$ cat src/rtl/bsg_xnor_dot_pkg.sv
// Shared types for the XNOR dot-product block.
// FSM state encoding and counter width helper.
package bsg_xnor_dot_pkg;

  typedef enum logic [1:0] {
    IDLE  = 2'd0,
    ACCUM = 2'd1,
    HOLD  = 2'd2
  } state_e;

  function automatic int cnt_w_f(input int width, input int beats);
    return $clog2(width * beats + 1);
  endfunction

endpackage

$ cat src/rtl/bsg_xnor_popcount.sv
// Per-beat XNOR match count and counted-bit count.
// Purely combinational; mask selects which bits take part.
module bsg_xnor_popcount #(
  parameter int width_p = 16,
  localparam int pw = $clog2(width_p + 1)
) (
  input  logic [width_p-1:0] a,
  input  logic [width_p-1:0] b,
  input  logic [width_p-1:0] mask,
  output logic [pw-1:0]      match,
  output logic [pw-1:0]      bits
);

  logic [width_p-1:0] hit;

  assign hit = ~(a ^ b) & mask;

  always_comb begin
    match = '0;
    bits  = '0;
    for (int i = 0; i < width_p; i++) begin
      match = match + pw'(hit[i]);
      bits  = bits + pw'(mask[i]);
    end
  end

endmodule

$ cat src/rtl/bsg_xnor_dot.sv
// Streaming XNOR dot product with valid/ready in, valid/yumi out.
// Define BSG_XNOR_DOT_MASK_EN to add the per-bit mask_i input.
module bsg_xnor_dot
  import bsg_xnor_dot_pkg::*;
#(
  parameter int width_p = 16,
  parameter int max_beats_p = 64,
  localparam int cnt_w = cnt_w_f(width_p, max_beats_p)
) (
  input  logic               clk_i,
  input  logic               reset_n_i,
  input  logic               v_i,
  input  logic [width_p-1:0] a_i,
  input  logic [width_p-1:0] b_i,
  input  logic               last_i,
  output logic               ready_o,
  output logic               v_o,
  output logic [cnt_w-1:0]   popcnt_o,
  output logic [cnt_w:0]     dot_o,
  output logic               overflow_o,
  input  logic               yumi_i
`ifdef BSG_XNOR_DOT_MASK_EN
  ,
  input  logic [width_p-1:0] mask_i
`endif
);

  localparam int pw = $clog2(width_p + 1);
  localparam int bw = $clog2(max_beats_p + 1);

  state_e             state;
  logic [cnt_w-1:0]   acc;
  logic [cnt_w-1:0]   bits;
  logic [bw-1:0]      beats;
  logic [width_p-1:0] mask;
  logic [pw-1:0]      match;
  logic [pw-1:0]      mbits;
  logic               accept;
  logic               limit;
  logic               fin;
  logic [cnt_w-1:0]   acc_n;
  logic [cnt_w-1:0]   bits_n;
  logic [bw-1:0]      beats_n;
  logic [cnt_w:0]     dot_n;

`ifdef BSG_XNOR_DOT_MASK_EN
  assign mask = mask_i;
`else
  assign mask = '1;
`endif

  bsg_xnor_popcount #(
    .width_p(width_p)
  ) u_pc (
    .a    (a_i),
    .b    (b_i),
    .mask (mask),
    .match(match),
    .bits (mbits)
  );

  assign ready_o = (state != HOLD);
  assign v_o     = (state == HOLD);
  assign accept  = v_i & ready_o;

  assign acc_n   = acc + cnt_w'(match);
  assign bits_n  = bits + cnt_w'(mbits);
  assign beats_n = beats + bw'(1);
  assign limit   = (beats_n == bw'(max_beats_p));
  assign fin     = last_i | limit;

  // Result lies within +/-bits_n, so modular cnt_w+1 math is exact.
  assign dot_n = {acc_n, 1'b0} - {1'b0, bits_n};

  always_ff @(posedge clk_i or negedge reset_n_i) begin
    if (!reset_n_i) begin
      state      <= IDLE;
      acc        <= '0;
      bits       <= '0;
      beats      <= '0;
      popcnt_o   <= '0;
      dot_o      <= '0;
      overflow_o <= 1'b0;
    end else begin
      case (state)
        IDLE, ACCUM: begin
          if (accept) begin
            acc   <= acc_n;
            bits  <= bits_n;
            beats <= beats_n;
            if (fin) begin
              state      <= HOLD;
              popcnt_o   <= acc_n;
              dot_o      <= dot_n;
              overflow_o <= ~last_i;
            end else begin
              state <= ACCUM;
            end
          end
        end
        HOLD: begin
          if (yumi_i) begin
            state      <= IDLE;
            acc        <= '0;
            bits       <= '0;
            beats      <= '0;
            overflow_o <= 1'b0;
          end
        end
        default: state <= IDLE;
      endcase
    end
  end

endmodule
$ cat config.mk
export PLATFORM = sky130hd
export DESIGN_NAME = bsg_xnor_dot
export DESIGN_NICKNAME = d
export VERILOG_FILES = /design/src/rtl/bsg_xnor_dot_pkg.sv /design/src/rtl/bsg_xnor_popcount.sv /design/src/rtl/bsg_xnor_dot.sv
export SDC_FILE = /design/constraint.sdc
export NUM_CORES = 1
export LEC_CHECK = 0
export BUFFER_PORTS_ARGS = -buffer_cell sky130_fd_sc_hd__buf_2
export CAP_MARGIN = 20
export CORE_ASPECT_RATIO = 1.1
export CORE_MARGIN = 10
export CORE_UTILIZATION = 55
export DETAILED_ROUTE_END_ITERATION = 8
export PLACE_DENSITY = 0.75
export SETUP_SLACK_MARGIN = 0.2
export SLEW_MARGIN = 20
export SYNTH_ARGS = -nofsm -noshare
export SYNTH_HDL_FRONTEND = slang
export SYNTH_HIERARCHICAL = 1
export SYNTH_SLANG_ARGS = --single-unit
$ cat constraint.sdc
create_clock -name clk_i -period 5.05 [get_ports clk_i]
set_input_delay 1.2625 -clock clk_i [delete_from_list [all_inputs] [get_ports clk_i]]
set_output_delay 1.2625 -clock clk_i [all_outputs]
set_load 0.05 [all_outputs]
==> metrics.txt, run 1 <==
# TYPE chip_impl_metric gauge
chip_impl_metric{name="floorplan.core_area",unit="µm²"} 7597
chip_impl_info{name="timing.hold.worst.class",value="flip-flop to flip-flop"} 1
chip_impl_info{name="timing.rr.start",value="acc[0]$_DFFE_PN0P_"} 1
chip_impl_metric{name="final-hold-violation-count",unit=""} 0
chip_impl_metric{name="cts.htree.levels",unit=""} 2
chip_impl_info{name="grt_most_used_layer",value="met2"} 1
chip_impl_metric{name="num_vias",unit=""} 3704
chip_impl_metric{name="clock-skew-final",unit="ps"} 9.454
chip_impl_metric{name="final.hold.worst_slack",unit="ps"} 486.7
chip_impl_metric{name="detailedRoute.firstIterationViolations",unit=""} 164
chip_impl_metric{name="drv_slew",unit=""} 0
chip_impl_info{name="hold_path_start",value="dot_o[4]$_DFFE_PN0P_"} 1
chip_impl_metric{name="row_count",unit=""} 33
chip_impl_metric{name="synth.ff_latch_count",unit=""} 55
chip_impl_metric{name="cts-hold-fix-buffers",unit=""} 0
chip_impl_metric{name="postSynthAreaPerCell",unit="µm²"} 9.601
chip_impl_metric{name="setup_viol",unit=""} 31
chip_impl_metric{name="first_global_vias",unit=""} 3942
chip_impl_info{name="tritoncts_clock_tree",value="yes"} 1
chip_impl_metric{name="layout.nets",unit=""} 681
chip_impl_metric{name="area_delta_synth_final",unit="%"} 32.48
chip_impl_metric{name="post_synth_edffs",unit=""} 0
chip_impl_metric{name="finalCritPeriodShare",unit="%"} 137.7
chip_impl_metric{name="insertion_delay",unit="ps"} 320
chip_impl_metric{name="die_w",unit="µm"} 104.8
chip_impl_metric{name="postLayoutCellArea",unit="µm²"} 5762
chip_impl_info{name="status",value="complete, but fails checks"} 1
chip_impl_metric{name="drc",unit=""} 0
chip_impl_info{name="critical_path_endpoint_category",value="flip-flop"} 1
chip_impl_metric{name="total_of_buffers_placed_on_input_and_output_ports",unit=""} 62
chip_impl_metric{name="synth.yosys.seq_area_share",unit="%"} 31.65
chip_impl_metric{name="start_util",unit="%"} 57.25
chip_impl_metric{name="ios",unit=""} 63
chip_impl_info{name="worst_setup_path_startpoint",value="b_i[0]"} 1
chip_impl_metric{name="clkSlewWorstSetupHoldPaths",unit="ps"} 100
chip_impl_metric{name="die_h",unit="µm"} 113.3
chip_impl_info{name="critPathLaunchType",value="primary input"} 1
chip_impl_metric{name="met3_grt_util",unit="%"} 3.575
chip_impl_metric{name="worst_pin_slew",unit="ps"} 1094
chip_impl_metric{name="sinks_on_clock_net",unit=""} 55
chip_impl_metric{name="drt_pass1_iterations",unit=""} 4
chip_impl_metric{name="detail_route.wl_per_cell",unit="µm"} 15.90
chip_impl_metric{name="gp_congestion",unit=""} 0.8590
chip_impl_metric{name="cp_data_arrival_time",unit="ps"} 7140
chip_impl_metric{name="ys_types",unit=""} 50
chip_impl_metric{name="first_pass_grt_wire_length",unit="µm"} 18140
chip_impl_metric{name="finish.utilization",unit="%"} 75.84
chip_impl_metric{name="layout_setup_ws",unit="ps"} -1902
chip_impl_metric{name="antenna_violating_nets_post_route",unit=""} 0
chip_impl_info{name="violations",value="setup timing"} 1
chip_impl_metric{name="critPathMaxFanout",unit=""} 6
chip_impl_metric{name="critPathRequiredTime",unit="ps"} 5240
chip_impl_info{name="crit_type",value="primary input to flip-flop"} 1
chip_impl_metric{name="mapped_cells",unit=""} 453
chip_impl_metric{name="routed_via_density",unit=""} 5.360
chip_impl_metric{name="synth_async_sr_flop_share",unit="%"} 100.0
chip_impl_info{name="mostFrequentLayoutCell",value="sky130_fd_sc_hd__buf_2"} 1
chip_impl_metric{name="cts_buffer_depth",unit=""} 2
chip_impl_metric{name="die_area",unit="µm²"} 11870
chip_impl_metric{name="grt_remaining_overflow",unit=""} 0
chip_impl_metric{name="total_routing_resource_utilization_after_global_routing",unit="%"} 17.89
chip_impl_metric{name="grtUsageMet1",unit="%"} 21.20
chip_impl_metric{name="antenna_violations_before_repair",unit=""} 0
chip_impl_metric{name="dpl-instance-area",unit="µm²"} 5214
chip_impl_metric{name="netlist_area",unit="µm²"} 4349
chip_impl_metric{name="dp_hpwl",unit="µm"} 7570
chip_impl_metric{name="num_antenna_cells",unit=""} 0
chip_impl_metric{name="final.min_clock_period",unit="ps"} 6952
chip_impl_info{name="root_buffer",value="sky130_fd_sc_hd__clkbuf_8"} 1
chip_impl_metric{name="layout.cells.non_filler",unit=""} 691
chip_impl_info{name="grt_setup_unrepaired",value="yes"} 1
chip_impl_metric{name="max-cap-violations",unit=""} 0
chip_impl_metric{name="largest_net_degree_at_the_start_of_global_routing",unit=""} 56
chip_impl_metric{name="global_route.usage.met2",unit="%"} 31.75
chip_impl_metric{name="timing.fmax",unit="MHz"} 143.8
chip_impl_metric{name="max-slew-margin-rel",unit="%"} 27.06
chip_impl_metric{name="post-place-cells",unit=""} 669
chip_impl_metric{name="post_route_cells_drive_above_1_share",unit="%"} 32.08
chip_impl_metric{name="tritoncts.num_buffers",unit=""} 5
chip_impl_metric{name="yosys_warns",unit=""} 6
chip_impl_info{name="ys_flop_type",value="sky130_fd_sc_hd__dfrtp_1"} 1
chip_impl_metric{name="detail_route.wirelength",unit="µm"} 10990
chip_impl_info{name="leading_cell_types_in_the_layout_fill_and_taps_excluded",value="58 x sky130_fd_sc_hd__buf_2, 55 x sky130_fd_sc_hd__dfrtp_1, 45 x sky130_fd_sc_hd__inv_1, 44 x sky130_fd_sc_hd__nand2_1, 36 x sky130_fd_sc_hd__buf_4"} 1
[registers in the layout, summed over array words and instances, names as in the netlist]
| register | count |
|---|---|
| overflow_o | 1 |
| beats | 7 |
| dot_o | 12 |
| state | 2 |
| popcnt_o | 11 |
| acc | 11 |
| bits | 11 |
[per-stage QoR]
stage	setup TNS (ps)	setup WS, ps
final	-34840	-1902
after CTS	-33000	-1808
after detailed placement	-43400	-2292
after global routing	-40480	-2176
after floorplan	-23900	-1704
after global placement	-41560	-2203
[critical path: stages]
cell                       delay, ps
sky130_fd_sc_hd__buf_6            90
sky130_fd_sc_hd__xnor2_2         120
sky130_fd_sc_hd__and2_4          140
sky130_fd_sc_hd__fa_1            470
sky130_fd_sc_hd__ha_1            290
sky130_fd_sc_hd__inv_1            50
sky130_fd_sc_hd__fa_1            450
sky130_fd_sc_hd__fa_1            490
sky130_fd_sc_hd__inv_1            50
sky130_fd_sc_hd__fa_1            450
sky130_fd_sc_hd__fa_2            370
sky130_fd_sc_hd__fa_2            370
sky130_fd_sc_hd__xor2_1          150
sky130_fd_sc_hd__ha_1            300
sky130_fd_sc_hd__nor2b_4         140
sky130_fd_sc_hd__o31a_1          260
sky130_fd_sc_hd__or2_4           280
sky130_fd_sc_hd__nand4_1         120
sky130_fd_sc_hd__xor2_1          240
sky130_fd_sc_hd__inv_1           120
sky130_fd_sc_hd__ha_4            260
sky130_fd_sc_hd__a21o_1          190
sky130_fd_sc_hd__o21ai_2         120
sky130_fd_sc_hd__o311ai_2        110
sky130_fd_sc_hd__xnor2_1         150
sky130_fd_sc_hd__o21ai_1          70
[cells by family (layout without fill, tap and decap cells)]
logic type                 after synthesis  after routing  synth area share [%]
and+or+nand+nor                        104            104                 11.34
xor gates and xnor gates                45             45                 9.062
buffers and inverters                   61            168                 5.639
AOI/OAI and AO/OA                      116            116                 17.41
DFF                                     55             55                 31.65
adders and majority gates               59             59                 21.12
other                                    1             27               0.08622
muxes                                   12             12                 3.711
[final cells by class]
| cell class | instances | area (µm²) |
|---|---|---|
| clock buffers | 6 | 72.57 |
| flip-flops and latches | 55 | 1376 |
| multi-input cells | 363 | 3201 |
| well taps | 105 | 131.4 |
| repair buffers | 112 | 788.3 |
| inverters | 48 | 180.2 |
| clock inverters | 2 | 12.51 |
| fillers | 511 | 1836 |
[timing repair]
action / 4_1_cts / 5_1_grt
endpoints found under the setup margin: 32 / 33
pin swaps: 22 / 10
setup buffers: 10 / 3
gates resized for setup: 46 / 23
[worst paths after layout]
path / end / cells past startpoint / slack, ps
worst max-delay path: dot_o[11]$_DFFE_PN0P_ / 26 / -1900
worst min-delay path: dot_o[4]$_DFFE_PN0P_ / 2 / 490
worst max register to register: dot_o[11]$_DFFE_PN0P_ / 15 / 2000
worst min register to register: dot_o[4]$_DFFE_PN0P_ / 2 / 490
max in group asynchronous: acc[0]$_DFFE_PN0P_ / 2 / 3530
min in group asynchronous: dot_o[9]$_DFFE_PN0P_ / 2 / 1080
[routing by layer]
metal  share of wire (%)  routed length, µm
met1                  41               4512
met2                  51               5644
met3                 5.1                560
met4                 2.4                269
met5                   0                  0
[cell usage after synthesis, types with 2 or more instances]
library cell / n / area share [%]
sky130_fd_sc_hd__nand4_1: 6 / 0.86
sky130_fd_sc_hd__mux2_4: 8 / 2.8
sky130_fd_sc_hd__o21ai_1: 8 / 0.92
sky130_fd_sc_hd__o31a_1: 3 / 0.60
sky130_fd_sc_hd__nor2_1: 14 / 1.2
sky130_fd_sc_hd__o31ai_1: 6 / 1.0
sky130_fd_sc_hd__inv_1: 48 / 4.1
sky130_fd_sc_hd__xor2_1: 16 / 3.2
sky130_fd_sc_hd__dfrtp_1: 55 / 32
sky130_fd_sc_hd__o21bai_1: 6 / 1.0
sky130_fd_sc_hd__a21o_1: 9 / 1.6
sky130_fd_sc_hd__nand3_1: 8 / 0.92
sky130_fd_sc_hd__a31oi_1: 2 / 0.29
sky130_fd_sc_hd__a21oi_2: 2 / 0.40
sky130_fd_sc_hd__clkbuf_1: 10 / 0.86
sky130_fd_sc_hd__and2_1: 8 / 1.2
sky130_fd_sc_hd__buf_6: 2 / 0.52
sky130_fd_sc_hd__ha_1: 35 / 10
sky130_fd_sc_hd__o21a_1: 6 / 1.0
sky130_fd_sc_hd__nand2_1: 47 / 4.1
sky130_fd_sc_hd__o211ai_1: 2 / 0.35
sky130_fd_sc_hd__a22o_1: 6 / 1.2
sky130_fd_sc_hd__nor3_1: 4 / 0.46
sky130_fd_sc_hd__a21oi_1: 19 / 2.2
sky130_fd_sc_hd__nor2b_1: 6 / 0.86
sky130_fd_sc_hd__or3_1: 2 / 0.29
sky130_fd_sc_hd__xnor2_1: 29 / 5.8
sky130_fd_sc_hd__o21ai_0: 36 / 4.1
sky130_fd_sc_hd__nand2b_1: 4 / 0.58
sky130_fd_sc_hd__fa_1: 24 / 11
sky130_fd_sc_hd__mux2i_1: 3 / 0.69
Power of run 1 is not shown: default switching activity piles up to over one toggle a cycle in this logic, so the estimate is an artifact.
==> run 2: changes to the inputs <==
Settings changed: PLACE_DENSITY 0.75 to 0.77, SYNTH_HIERARCHICAL 1 to unset.
==> metrics.txt, run 2 <==
# TYPE chip_impl_metric gauge
chip_impl_metric{name="max-cap-violations",unit=""} 0
chip_impl_metric{name="total_of_buffers_placed_on_input_and_output_ports",unit=""} 61
chip_impl_metric{name="setup_slack_of_the_most_critical_reg_to_reg_path",unit="ps"} 1830
chip_impl_metric{name="cts-hold-fix-buffers",unit=""} 0
chip_impl_metric{name="detail_route.wirelength",unit="µm"} 9361
chip_impl_metric{name="total_routing_resource_utilization_after_global_routing",unit="%"} 17.80
chip_impl_metric{name="mapped_cells",unit=""} 310
chip_impl_metric{name="die_area",unit="µm²"} 9403
chip_impl_metric{name="antenna_violating_nets_post_route",unit=""} 0
chip_impl_metric{name="num_antenna_cells",unit=""} 0
chip_impl_metric{name="yosys_warns",unit=""} 0
chip_impl_metric{name="final.min_clock_period",unit="ps"} 6950
chip_impl_metric{name="met3_grt_util",unit="%"} 3.353
chip_impl_metric{name="grtUsageMet1",unit="%"} 20.64
chip_impl_info{name="critical-path-top-cell-by-count",value="sky130_fd_sc_hd__fa_1"} 1
chip_impl_metric{name="worst_pin_slew",unit="ps"} 675.1
chip_impl_metric{name="drt_pass1_iterations",unit=""} 4
chip_impl_info{name="leading_cell_types_in_the_layout_fill_and_taps_excluded",value="56 x sky130_fd_sc_hd__buf_2, 47 x sky130_fd_sc_hd__dfrtp_1, 46 x sky130_fd_sc_hd__buf_4, 23 x sky130_fd_sc_hd__inv_1, 19 x sky130_fd_sc_hd__nand2_1"} 1
chip_impl_info{name="layout_top_registers",value="acc (11), dot_o (11), popcnt_o (8)"} 1
chip_impl_metric{name="detailedRoute.firstIterationViolations",unit=""} 167
chip_impl_info{name="critical_path_endpoint_category",value="flip-flop"} 1
chip_impl_metric{name="detail_route.wl_per_cell",unit="µm"} 18.91
chip_impl_info{name="critPathLaunchType",value="primary input"} 1
chip_impl_info{name="ys_flop_type",value="sky130_fd_sc_hd__dfrtp_1"} 1
chip_impl_metric{name="layout.nets",unit=""} 485
chip_impl_metric{name="layout_setup_ws",unit="ps"} -1900
chip_impl_metric{name="setup_viol",unit=""} 27
chip_impl_metric{name="final_sum_of_negative_setup_slack",unit="ps"} -29340
chip_impl_metric{name="drc",unit=""} 0
chip_impl_metric{name="gp_congestion",unit=""} 0.8718
chip_impl_metric{name="clkSlewWorstSetupHoldPaths",unit="ps"} 100
chip_impl_metric{name="synth.ff_latch_count",unit=""} 47
chip_impl_metric{name="first_global_vias",unit=""} 2895
chip_impl_metric{name="timing.fmax",unit="MHz"} 143.9
chip_impl_metric{name="post_synth_edffs",unit=""} 0
chip_impl_metric{name="row_count",unit=""} 29
chip_impl_metric{name="insertion_delay",unit="ps"} 310
chip_impl_info{name="critical_path.slowest_cell",value="sky130_fd_sc_hd__fa_1"} 1
chip_impl_metric{name="critPathRequiredTime",unit="ps"} 5260
chip_impl_metric{name="start_util",unit="%"} 56.45
chip_impl_metric{name="tritoncts.num_buffers",unit=""} 5
chip_impl_metric{name="syn-num-nets",unit=""} 378
chip_impl_info{name="status",value="complete, but fails checks"} 1
chip_impl_info{name="synth.largest_area_cell",value="sky130_fd_sc_hd__dfrtp_1"} 1
chip_impl_metric{name="ys_types",unit=""} 52
chip_impl_metric{name="max-slew-margin-rel",unit="%"} 54.99
chip_impl_metric{name="drv_slew",unit=""} 0
chip_impl_metric{name="die_w",unit="µm"} 93.37
chip_impl_info{name="top_cells_by_area_in_the_synthesized_netlist",value="sky130_fd_sc_hd__dfrtp_1 36%, sky130_fd_sc_hd__mux2_4 7.8%, sky130_fd_sc_hd__ha_1 7.7%"} 1
chip_impl_info{name="grt_setup_unrepaired",value="yes"} 1
chip_impl_info{name="crit_path_cell_trace",value="buf_6, xnor2_2, ha_1, inv_1, fa_1, fa_1, fa_1, inv_1, fa_1, fa_2, inv_2, fa_2, inv_1, ha_1, a21o_1, a21o_1, a2111o_1, o311ai_4, ha_4, o21ai_4, a221oi_4, a311o_1, xnor2_1, mux2_4"} 1
chip_impl_info{name="timing.hold.worst.class",value="flip-flop to flip-flop"} 1
chip_impl_metric{name="slowest_delay",unit="ps"} 490
chip_impl_metric{name="num_vias",unit=""} 2848
chip_impl_metric{name="dp_hpwl",unit="µm"} 5769
chip_impl_info{name="synth.cells.most_frequent",value="47 x sky130_fd_sc_hd__dfrtp_1, 25 x sky130_fd_sc_hd__inv_1, 23 x sky130_fd_sc_hd__xnor2_1"} 1
chip_impl_metric{name="postSynthAreaPerCell",unit="µm²"} 10.51
chip_impl_metric{name="clock-skew-final",unit="ps"} 11.46
chip_impl_info{name="mostFrequentLayoutCell",value="sky130_fd_sc_hd__buf_2"} 1
chip_impl_metric{name="critPathMaxFanout",unit=""} 4
chip_impl_info{name="violations",value="setup timing"} 1
chip_impl_metric{name="first_pass_grt_wire_length",unit="µm"} 13670
chip_impl_info{name="crit_type",value="primary input to flip-flop"} 1
chip_impl_metric{name="cts.htree.levels",unit=""} 2
chip_impl_info{name="root_buffer",value="sky130_fd_sc_hd__clkbuf_8"} 1
chip_impl_metric{name="antenna_violations_before_repair",unit=""} 0
chip_impl_info{name="grt_most_used_layer",value="met2"} 1
chip_impl_info{name="tritoncts_clock_tree",value="yes"} 1
chip_impl_metric{name="floorplan.core_area",unit="µm²"} 5769
chip_impl_metric{name="cts_buffer_depth",unit=""} 2
chip_impl_metric{name="sinks_on_clock_net",unit=""} 47
chip_impl_metric{name="cp_data_arrival_time",unit="ps"} 7160
chip_impl_metric{name="netlist_area",unit="µm²"} 3257
chip_impl_metric{name="finalCritPeriodShare",unit="%"} 137.6
chip_impl_metric{name="area_delta_synth_final",unit="%"} 36.73
chip_impl_info{name="synth.most_common_cell",value="sky130_fd_sc_hd__dfrtp_1"} 1
chip_impl_metric{name="global_route.usage.met2",unit="%"} 31.83
chip_impl_metric{name="routed_via_density",unit=""} 5.754
chip_impl_metric{name="n_fill_cell",unit=""} 346
chip_impl_metric{name="synth_async_sr_flop_share",unit="%"} 100.0
chip_impl_metric{name="synth_largest_type_area_fraction",unit="%"} 36.11
chip_impl_metric{name="largest_net_degree_at_the_start_of_global_routing",unit=""} 48
chip_impl_metric{name="final-hold-violation-count",unit=""} 0
chip_impl_metric{name="synth.yosys.seq_area_share",unit="%"} 36.11
chip_impl_metric{name="grt_remaining_overflow",unit=""} 0
chip_impl_metric{name="die_h",unit="µm"} 100.7
chip_impl_metric{name="ios",unit=""} 63
chip_impl_metric{name="post_route_cells_drive_above_1_share",unit="%"} 44.26
run 2: cell count changes in the layout (fill, tap and decap cells not counted), moves of 9 or more:
cell | previous run | this run
sky130_fd_sc_hd__buf_4 | 36 | 46
sky130_fd_sc_hd__o21ai_0 | 22 | 13
sky130_fd_sc_hd__fa_1 | 21 | 8
sky130_fd_sc_hd__conb_1 | 27 | 1
sky130_fd_sc_hd__ha_1 | 28 | 15
sky130_fd_sc_hd__mux2_4 | 8 | 17
sky130_fd_sc_hd__nand2_1 | 44 | 19
sky130_fd_sc_hd__inv_1 | 45 | 23
run 2: worst max-delay path, delay by kind of cell:
kind | cells | cell delay, ps
fa+ha+maj | 9 | 3480
buf+inv | 5 | 350
compound gates | 7 | 1560
xor+xnor | 2 | 250
mux | 1 | 260
run 2: stage by stage:
stage | setup slack (ps) | instance area [µm²] | cells | utilization [%] | hold WS [ps]
global route | -2079 | 4453 | 495 | 77.19 | 531.9
global placement | -1992 | 3914 | 470 | 67.84 | 479.6
finish | -1900 | 4453 | 495 | 77.19 | 519.3
CTS | -1759 | 4215 | 485 | 73.06 | 510.3
detailed placement | -2101 | 3914 | 470 | 67.84 | 488.6
floorplan | -1786 | 3333 | 310 | - | 453.9
run 2: what timing repair did:
| item | CTS | global route |
|---|---|---|
| gates resized for setup | 26 | 28 |
| setup buffers | 7 | 10 |
| cloned | 0 | 0 |
| pin swaps | 14 | 15 |
| endpoints found under the setup margin | 28 | 28 |
run 2: worst paths after layout:
path                                      startpoint  cells past startpoint                     to
worst min-delay path            beats[6]$_DFFE_PN0P_                      2   beats[6]$_DFFE_PN0P_
max in group asynchronous                  reset_n_i                      1    bits[5]$_DFFE_PN0P_
worst max register to register    acc[0]$_DFFE_PN0P_                     13  dot_o[11]$_DFFE_PN0P_
min in group asynchronous                  reset_n_i                      1   dot_o[7]$_DFFE_PN0P_
worst min register to register  beats[6]$_DFFE_PN0P_                      2   beats[6]$_DFFE_PN0P_
worst max-delay path                          b_i[0]                     24  dot_o[11]$_DFFE_PN0P_
run 2: routing by layer:
| metal | part of all wire, % | up-vias |
|---|---|---|
| li1 | - | 1297 |
| met1 | 40 | 1423 |
| met2 | 53 | 102 |
| met3 | 4.5 | 26 |
| met4 | 2.9 | 0 |
| met5 | 0 | - |
run 2: logic make-up (layout without fill, tap and decap cells):
kind of cell,Yosys count,in the layout,share of synthesized area (%)
AND/OR/NAND/NOR,68,68,11.10
other,1,1,0.1151
XOR/XNOR,34,34,9.143
AO/OA/AOI/OAI,69,69,14.52
buffers and inverters,40,148,5.801
multiplexers,20,20,8.759
adder cells (fa/ha/maj),31,31,14.44
flip-flops,47,47,36.11
run 2: cell type report:
cell class              instances  area (µm²)  share of cell area (%)
well taps                      77       96.34                   2.164
multi-input cells             223        2228                   50.04
clock inverters                 3       20.02                  0.4496
flip-flops and latches         47        1176                   26.41
repair buffers                114       760.7                   17.08
clock buffers                   5       68.82                   1.545
inverters                      26       102.6                   2.304
Power of run 2 is left out for the same reason.
